File: src/rtl/cpu_pkg.sv
// Shared CPU definitions: one-hot operation bit positions, exception codes,
// the execute-stage latch layout and a small magnitude helper.
package cpu_pkg;

  localparam int ALU_ADD  = 11;
  localparam int ALU_SUB  = 10;
  localparam int ALU_AND  = 9;
  localparam int ALU_OR   = 8;
  localparam int ALU_NOR  = 7;
  localparam int ALU_XOR  = 6;
  localparam int ALU_SLT  = 5;
  localparam int ALU_SLTU = 4;
  localparam int ALU_SLL  = 3;
  localparam int ALU_SRL  = 2;
  localparam int ALU_SRA  = 1;
  localparam int ALU_LUI  = 0;

  localparam int MD_MULT  = 3;
  localparam int MD_MULTU = 2;
  localparam int MD_DIV   = 1;
  localparam int MD_DIVU  = 0;

  localparam int HL_MFHI  = 3;
  localparam int HL_MFLO  = 2;
  localparam int HL_MTHI  = 1;
  localparam int HL_MTLO  = 0;

  localparam logic [4:0] EXCODE_OV = 5'h0c;

  typedef struct packed {
    logic [31:0] pc;
    logic [11:0] aluop;
    logic [31:0] src0;
    logic [31:0] src1;
    logic [3:0]  mdop;
    logic [3:0]  hilo_op;
    logic        ov_en;
    logic [4:0]  dest;
    logic        rf_we;
  } es_fields_t;

  function automatic logic [31:0] abs32(input logic [31:0] v, input logic sgn);
    return (sgn && v[31]) ? (32'd0 - v) : v;
  endfunction

endpackage

File: src/rtl/exe_stage_div_iter.sv
// Iterative restoring divider: loads on start, then produces one quotient bit
// per cycle for 32 cycles; done holds until the next start or a kill.
module div_iter
  import cpu_pkg::*;
(
  input  logic        clk,
  input  logic        reset,
  input  logic        start,
  input  logic        kill,
  input  logic        sgn,
  input  logic [31:0] a,
  input  logic [31:0] b,
  output logic        done,
  output logic [31:0] quotient,
  output logic [31:0] remainder
);

  logic [4:0]  cnt_q, cnt_d;
  logic        busy_q, busy_d, done_q, done_d;
  logic        q_neg_q, q_neg_d, r_neg_q, r_neg_d;
  logic [31:0] rem_q, rem_d, quo_q, quo_d, dvs_q, dvs_d;
  logic [32:0] shifted, diff;

  // next-state: load, abort, or one restoring step
  always_comb begin
    cnt_d   = cnt_q;
    busy_d  = busy_q;
    done_d  = done_q;
    q_neg_d = q_neg_q;
    r_neg_d = r_neg_q;
    rem_d   = rem_q;
    quo_d   = quo_q;
    dvs_d   = dvs_q;
    shifted = {rem_q, quo_q[31]};
    diff    = shifted - {1'b0, dvs_q};
    if (start) begin
      cnt_d   = 5'd0;
      busy_d  = 1'b1;
      done_d  = 1'b0;
      rem_d   = 32'd0;
      quo_d   = abs32(a, sgn);
      dvs_d   = abs32(b, sgn);
      q_neg_d = sgn & (a[31] ^ b[31]);
      r_neg_d = sgn & a[31];
    end else if (kill) begin
      cnt_d  = 5'd0;
      busy_d = 1'b0;
      done_d = 1'b0;
    end else if (busy_q) begin
      // borrow out of the trial subtraction means restore
      if (diff[32]) begin
        rem_d = shifted[31:0];
        quo_d = {quo_q[30:0], 1'b0};
      end else begin
        rem_d = diff[31:0];
        quo_d = {quo_q[30:0], 1'b1};
      end
      cnt_d = cnt_q + 5'd1;
      if (cnt_q == 5'd31) begin
        busy_d = 1'b0;
        done_d = 1'b1;
      end else begin
        busy_d = 1'b1;
        done_d = 1'b0;
      end
    end else begin
      cnt_d = cnt_q;
    end
  end

  // state registers
  always_ff @(posedge clk) begin
    if (reset) begin
      cnt_q   <= 5'd0;
      busy_q  <= 1'b0;
      done_q  <= 1'b0;
      q_neg_q <= 1'b0;
      r_neg_q <= 1'b0;
      rem_q   <= 32'd0;
      quo_q   <= 32'd0;
      dvs_q   <= 32'd0;
    end else begin
      cnt_q   <= cnt_d;
      busy_q  <= busy_d;
      done_q  <= done_d;
      q_neg_q <= q_neg_d;
      r_neg_q <= r_neg_d;
      rem_q   <= rem_d;
      quo_q   <= quo_d;
      dvs_q   <= dvs_d;
    end
  end

  assign done      = done_q;
  assign quotient  = q_neg_q ? (32'd0 - quo_q) : quo_q;
  assign remainder = r_neg_q ? (32'd0 - rem_q) : rem_q;

endmodule

File: src/rtl/exe_stage.sv
// Execute stage: latches decoded instructions, feeds the ALU, owns HI/LO with
// a single-cycle multiplier and an iterative divider, and flags overflow.
module exe_stage
  import cpu_pkg::*;
(
  input  logic        clk,
  input  logic        reset,
  input  logic        flush,
  input  logic        ds_to_es_valid,
  output logic        es_allowin,
  input  logic [31:0] ds_pc,
  input  logic [11:0] ds_aluop,
  input  logic [31:0] ds_src0,
  input  logic [31:0] ds_src1,
  input  logic [3:0]  ds_mdop,
  input  logic [3:0]  ds_hilo_op,
  input  logic        ds_ov_en,
  input  logic [4:0]  ds_dest,
  input  logic        ds_rf_we,
  output logic [31:0] alu_src0,
  output logic [31:0] alu_src1,
  output logic [11:0] alu_op,
  input  logic [31:0] alu_result,
  input  logic        alu_overflow,
  output logic        es_to_ms_valid,
  input  logic        ms_allowin,
  output logic [31:0] es_pc,
  output logic [31:0] es_result,
  output logic [4:0]  es_dest,
  output logic        es_rf_we,
  output logic        es_ex,
  output logic [4:0]  es_excode
);

  logic        es_valid_q, es_valid_d;
  es_fields_t  fs_q, fs_d;
  logic [31:0] hi_q, hi_d, lo_q, lo_d;
  logic        md_is_div, md_is_mul, es_ready_go, capture, leave, fire;
  logic        div_start, div_kill, div_done;
  logic [31:0] div_quo, div_rem;
  logic [63:0] mul_a, mul_b, mul_prod;

  assign md_is_div   = fs_q.mdop[MD_DIV] | fs_q.mdop[MD_DIVU];
  assign md_is_mul   = fs_q.mdop[MD_MULT] | fs_q.mdop[MD_MULTU];
  assign es_ready_go = !(md_is_div && !div_done);
  assign es_allowin  = !es_valid_q || (es_ready_go && ms_allowin);
  assign capture     = ds_to_es_valid && es_allowin && !flush;
  assign leave       = es_valid_q && es_ready_go && ms_allowin;
  assign fire        = leave && !es_ex && !flush;

  // the divider starts on the capture edge so it finishes 32 cycles later
  assign div_start = capture && (ds_mdop[MD_DIV] | ds_mdop[MD_DIVU]);
  assign div_kill  = flush || leave;

  div_iter u_div (
    .clk       (clk),
    .reset     (reset),
    .start     (div_start),
    .kill      (div_kill),
    .sgn       (ds_mdop[MD_DIV]),
    .a         (ds_src0),
    .b         (ds_src1),
    .done      (div_done),
    .quotient  (div_quo),
    .remainder (div_rem)
  );

  assign mul_a    = fs_q.mdop[MD_MULT] ? {{32{fs_q.src0[31]}}, fs_q.src0} : {32'd0, fs_q.src0};
  assign mul_b    = fs_q.mdop[MD_MULT] ? {{32{fs_q.src1[31]}}, fs_q.src1} : {32'd0, fs_q.src1};
  assign mul_prod = mul_a * mul_b;

  // pipeline valid and instruction latch
  always_comb begin
    fs_d       = fs_q;
    es_valid_d = es_valid_q;
    if (flush) begin
      es_valid_d = 1'b0;
    end else if (capture) begin
      es_valid_d = 1'b1;
      fs_d = '{pc: ds_pc, aluop: ds_aluop, src0: ds_src0, src1: ds_src1,
               mdop: ds_mdop, hilo_op: ds_hilo_op, ov_en: ds_ov_en,
               dest: ds_dest, rf_we: ds_rf_we};
    end else if (es_allowin) begin
      es_valid_d = 1'b0;
    end else begin
      es_valid_d = es_valid_q;
    end
  end

  // HI/LO commit on the edge the instruction leaves
  always_comb begin
    hi_d = hi_q;
    lo_d = lo_q;
    if (fire) begin
      if (md_is_mul) begin
        {hi_d, lo_d} = mul_prod;
      end else if (md_is_div) begin
        lo_d = div_quo;
        hi_d = div_rem;
      end else if (fs_q.hilo_op[HL_MTHI]) begin
        hi_d = fs_q.src0;
      end else if (fs_q.hilo_op[HL_MTLO]) begin
        lo_d = fs_q.src0;
      end else begin
        hi_d = hi_q;
      end
    end else begin
      hi_d = hi_q;
    end
  end

  // stage registers
  always_ff @(posedge clk) begin
    if (reset) begin
      es_valid_q <= 1'b0;
      fs_q       <= '0;
      hi_q       <= 32'd0;
      lo_q       <= 32'd0;
    end else begin
      es_valid_q <= es_valid_d;
      fs_q       <= fs_d;
      hi_q       <= hi_d;
      lo_q       <= lo_d;
    end
  end

  assign alu_src0       = fs_q.src0;
  assign alu_src1       = fs_q.src1;
  assign alu_op         = fs_q.aluop;
  assign es_to_ms_valid = es_valid_q && es_ready_go && !flush;
  assign es_pc          = fs_q.pc;
  assign es_dest        = fs_q.dest;
  assign es_ex          = es_valid_q && fs_q.ov_en && alu_overflow;
  assign es_excode      = es_ex ? EXCODE_OV : 5'd0;
  assign es_rf_we       = es_valid_q && fs_q.rf_we && !es_ex;
  assign es_result      = !es_valid_q             ? 32'd0 :
                          fs_q.hilo_op[HL_MFHI]   ? hi_q  :
                          fs_q.hilo_op[HL_MFLO]   ? lo_q  : alu_result;

endmodule

File: config.mk
export PLATFORM = sky130hd
export DESIGN_NAME = exe_stage
export DESIGN_NICKNAME = d
export VERILOG_FILES = /design/src/rtl/cpu_pkg.sv /design/src/rtl/exe_stage_div_iter.sv /design/src/rtl/exe_stage.sv
export SDC_FILE = /design/constraint.sdc
export NUM_CORES = 2
export LEC_CHECK = 0
export CAP_MARGIN = 15
export CORE_AREA = 5 5 368 370
export CTS_CLUSTER_DIAMETER = 60
export CTS_CLUSTER_SIZE = 28
export DETAILED_ROUTE_END_ITERATION = 8
export DIE_AREA = 0 0 373 375
export PLACE_DENSITY = 0.76
export SYNTH_ARGS = -nofsm -noshare
export SYNTH_HDL_FRONTEND = slang
export SYNTH_SLANG_ARGS = --single-unit
File: constraint.sdc
create_clock -name clk -period 15.86 [get_ports clk]
set_clock_uncertainty 0.1 [all_clocks]
set_input_delay 3.965 -clock clk [delete_from_list [all_inputs] [get_ports clk]]
set_output_delay 3.965 -clock clk [all_outputs]
set_load 0.03 [all_outputs]
==> impl_metrics.toml <==
[outcome]
outcome = "finished, final reports clean"

[clock_network]
clk_pin_slew_ns = 0.07
holdBufCountCts = 0
cts_num_sinks = 293
cts_resized = 0
tritoncts = "yes"
clk_latency_ns = 0.59
postCtsSetupRepairBufs = 0
clockBufferDepth = 3
cts_buffers = 28
htree_levels = 1
cts_root_buf = "clkbuf_16"

[sta]
setup-tns-final_ns = 0
hold_slack_ns = 0.353
fin_crit_ns = 10.29
tightest_slew_ns = 1.01
rsz0062_at_grt = "no"
period_share_pct = 64.9
final_hold_viol_count = 0
setup_viol = 0
slew_headroom_pct = 32.4
maxSlewViolCount = 0
clock.fmax_ghz = 0.0971

[grt]
grtUsageMet1_pct = 36.5
top_usage_layer = "met2"
grt_max_degree = 118
grt_pass1_wl_mm = 314
grt_use_met3_pct = 5.44
grt_util_met2_pct = 47.4
grt_pass1_vias = 54900
grt_usage_pct = 28.9
gr-total-overflow = 0
antenna_found_initial = 5

[synth]
synthesis.area_um2 = 65500
synth_top_area_share_pct = 43.4
synth_commonest_cells = "inv_1 (1581), fa_1 (1420), nand2_1 (1027)"
syn_area_per_cell_um2 = 8.75
syn_inst = 7491
yosysSeqAreaShare_pct = 8.95
synth.area.top_cells = "fa_1 (43%), inv_1 (9.1%), dfxtp_1 (9.0%)"
netlist-cell-type-count = 84
synth-edff-count = 0
async_flop_share_pct = 0
synth_seq_cells = 293
synth_ff_type = "dfxtp_1"
yosysWarnings = 0
synth_top_area_cell = "fa_1"
yosysMostFrequentCell = "inv_1"

[power_and_ir_drop]
ir_worst_vdd_mv = 0.0757
pwr_density_cell_nw_per_um2 = 35.3
p_leak_nw = 33.9

[worst_setup_path]
max_stage_delay_ns = 0.68
crit_buf_inv = 2
crit_path_cell_trace = "clkdlybuf4s50_1 -> mux2i_1 -> o21ai_0 -> and2_1 -> clkdlybuf4s50_1"
r2r-start = "alu_src0[31]"
crit_slowest_cell = "clkdlybuf4s50_1"
cp.arrival_ns = 6.23
crit_start = "alu_result[22]"
path_max_fanout = 1
cp-end-kind = "output port"
rr_worst_depth = 29
path_depth = 5
cp_common_cell = "clkdlybuf4s50_1"
start_kind = "input port"
cp-endpoint = "es_result[22]"
r2r_end = "hi_q[30]"
path_class = "input port to output port"
crit_required_ns = 11.80
crit_family = "buffers and inverters"
reg2reg_slack_ns = 5.94

[floorplan]
core-area_um2 = 132000
die_height_um = 375
die_w_um = 373
ioPinCount = 315
initial_core_util_pct = 49.5
std_cell_rows = 134
die_area_um2 = 140000

[drt]
drc = 0
drt_iter0_drc = 4192
vias = 51000
viasPerCell = 5.56
wl_per_cell_um = 22.0
wirelength_mm = 202
ant_nets = 0
detail_route.first_pass.iterations = 6

[final_layout]
area_growth_pct = 7.19
nNetsFinal = 9323
drive_gt1_share_pct = 2.87

[job]
cap_violations = 0

[placement]
gp_congestion = 0.986
hpwl_mm = 161
port_buffers = 311

[min_path]
min_path_type = "flip-flop to flip-flop"
hold_start = "alu_op[8]"
## sequential cells by signal (all words and copies together), names as in the netlist, 12 cells and up
register / flops
hi_q: 32
u_div.dvs_q: 32
lo_q: 32
u_div.rem_q: 32
u_div.quo_q: 32
alu_src1: 32
alu_op: 12
es_pc: 32
alu_src0: 32
## how the worst min path moves through the flow
stage	to	slack, ns	depth (start not counted)
floorplan	lo_q[19]	0.33	2
global placement	alu_src0[19]	0.34	2
detailed placement	alu_src0[19]	0.34	2
CTS	alu_src0[12]	0.35	2
global route	alu_src0[27]	0.37	2
finish	alu_op[8]	0.35	2
## kinds of logic (layout without fill, tap and decap cells)
| logic type | after synthesis | after routing | synth area share, % |
|---|---|---|---|
| buffers and inverters | 2116 | 2039 | 12.8 |
| AND/OR/NAND/NOR | 2100 | 2100 | 15.3 |
| adder cells (fa/ha/maj) | 1770 | 1770 | 50.1 |
| AO/OA/AOI/OAI | 888 | 888 | 8.43 |
| flip-flops | 293 | 293 | 8.95 |
| XOR/XNOR | 260 | 260 | 3.48 |
| multiplexers | 63 | 63 | 0.964 |
| other | 1 | 6 | 0.00572 |
## per-layer routing
metal  up-vias  part of all wire [%]
met1     25900                    38
met2      2352                    46
met5         -                     0
met3       544                   8.7
met4         0                   6.5
li1      22200                     -
## stage by stage
step                      worst slack (ns)  instances  instance area (um^2)  util (%)  power, mW
after global placement                5.71       9133                 69200      52.3       1.71
after floorplan                       6.72       7493                 65500         -       1.39
after global routing                  5.50       9185                 70200      53.1       2.59
after detailed placement              5.72       9133                 69200      52.3       1.72
after CTS                             5.70       9183                 70200      53.1       2.46
final                                 5.57       9187                 70200      53.1       2.48
## cell type report
cell class,instances,area [um^2]
diodes,3,7.51
flip-flops and latches,293,5900
well taps,1768,2210
clock buffers,33,749
clock inverters,17,254
repair buffers,408,3860
inverters,1581,5930
multi-input cells,5084,51300
fillers,11900,62100
## worst min-delay path: stages (launching register included)
cell     delay, ns
dfxtp_1       0.31
nand2_1       0.05
a21oi_1       0.05
## cells in the final DEF, fill, tap and decap left out, types with 21 or more instances in the layout
master	n
and3_1	39
a31oi_1	23
a21oi_1	315
clkbuf_16	28
nor2_1	216
fa_1	1420
xnor2_1	159
a21o_1	56
nor3_1	43
o21a_1	21
dfxtp_2	25
a311oi_1	37
mux2i_1	62
nand2_1	1026
clkdlybuf4s50_1	310
dfxtp_1	268
o21ai_0	196
a211oi_1	76
ha_1	346
and2_1	608
buf_4	96
o31ai_1	29
xor2_1	101
nand3_1	35
inv_1	1581
## power breakdown
group | switching (mW) | internal (mW) | leakage (nW) | total (mW)
Sequential | 0.0337 | 0.764 | 2.40 | 0.798
Clock | 0.335 | 0.413 | 0.484 | 0.748
Combinational | 0.610 | 0.321 | 31.0 | 0.931
Total | 0.979 | 1.50 | 33.9 | 2.48
No activity file was read; power rests on OpenSTA's default activity.
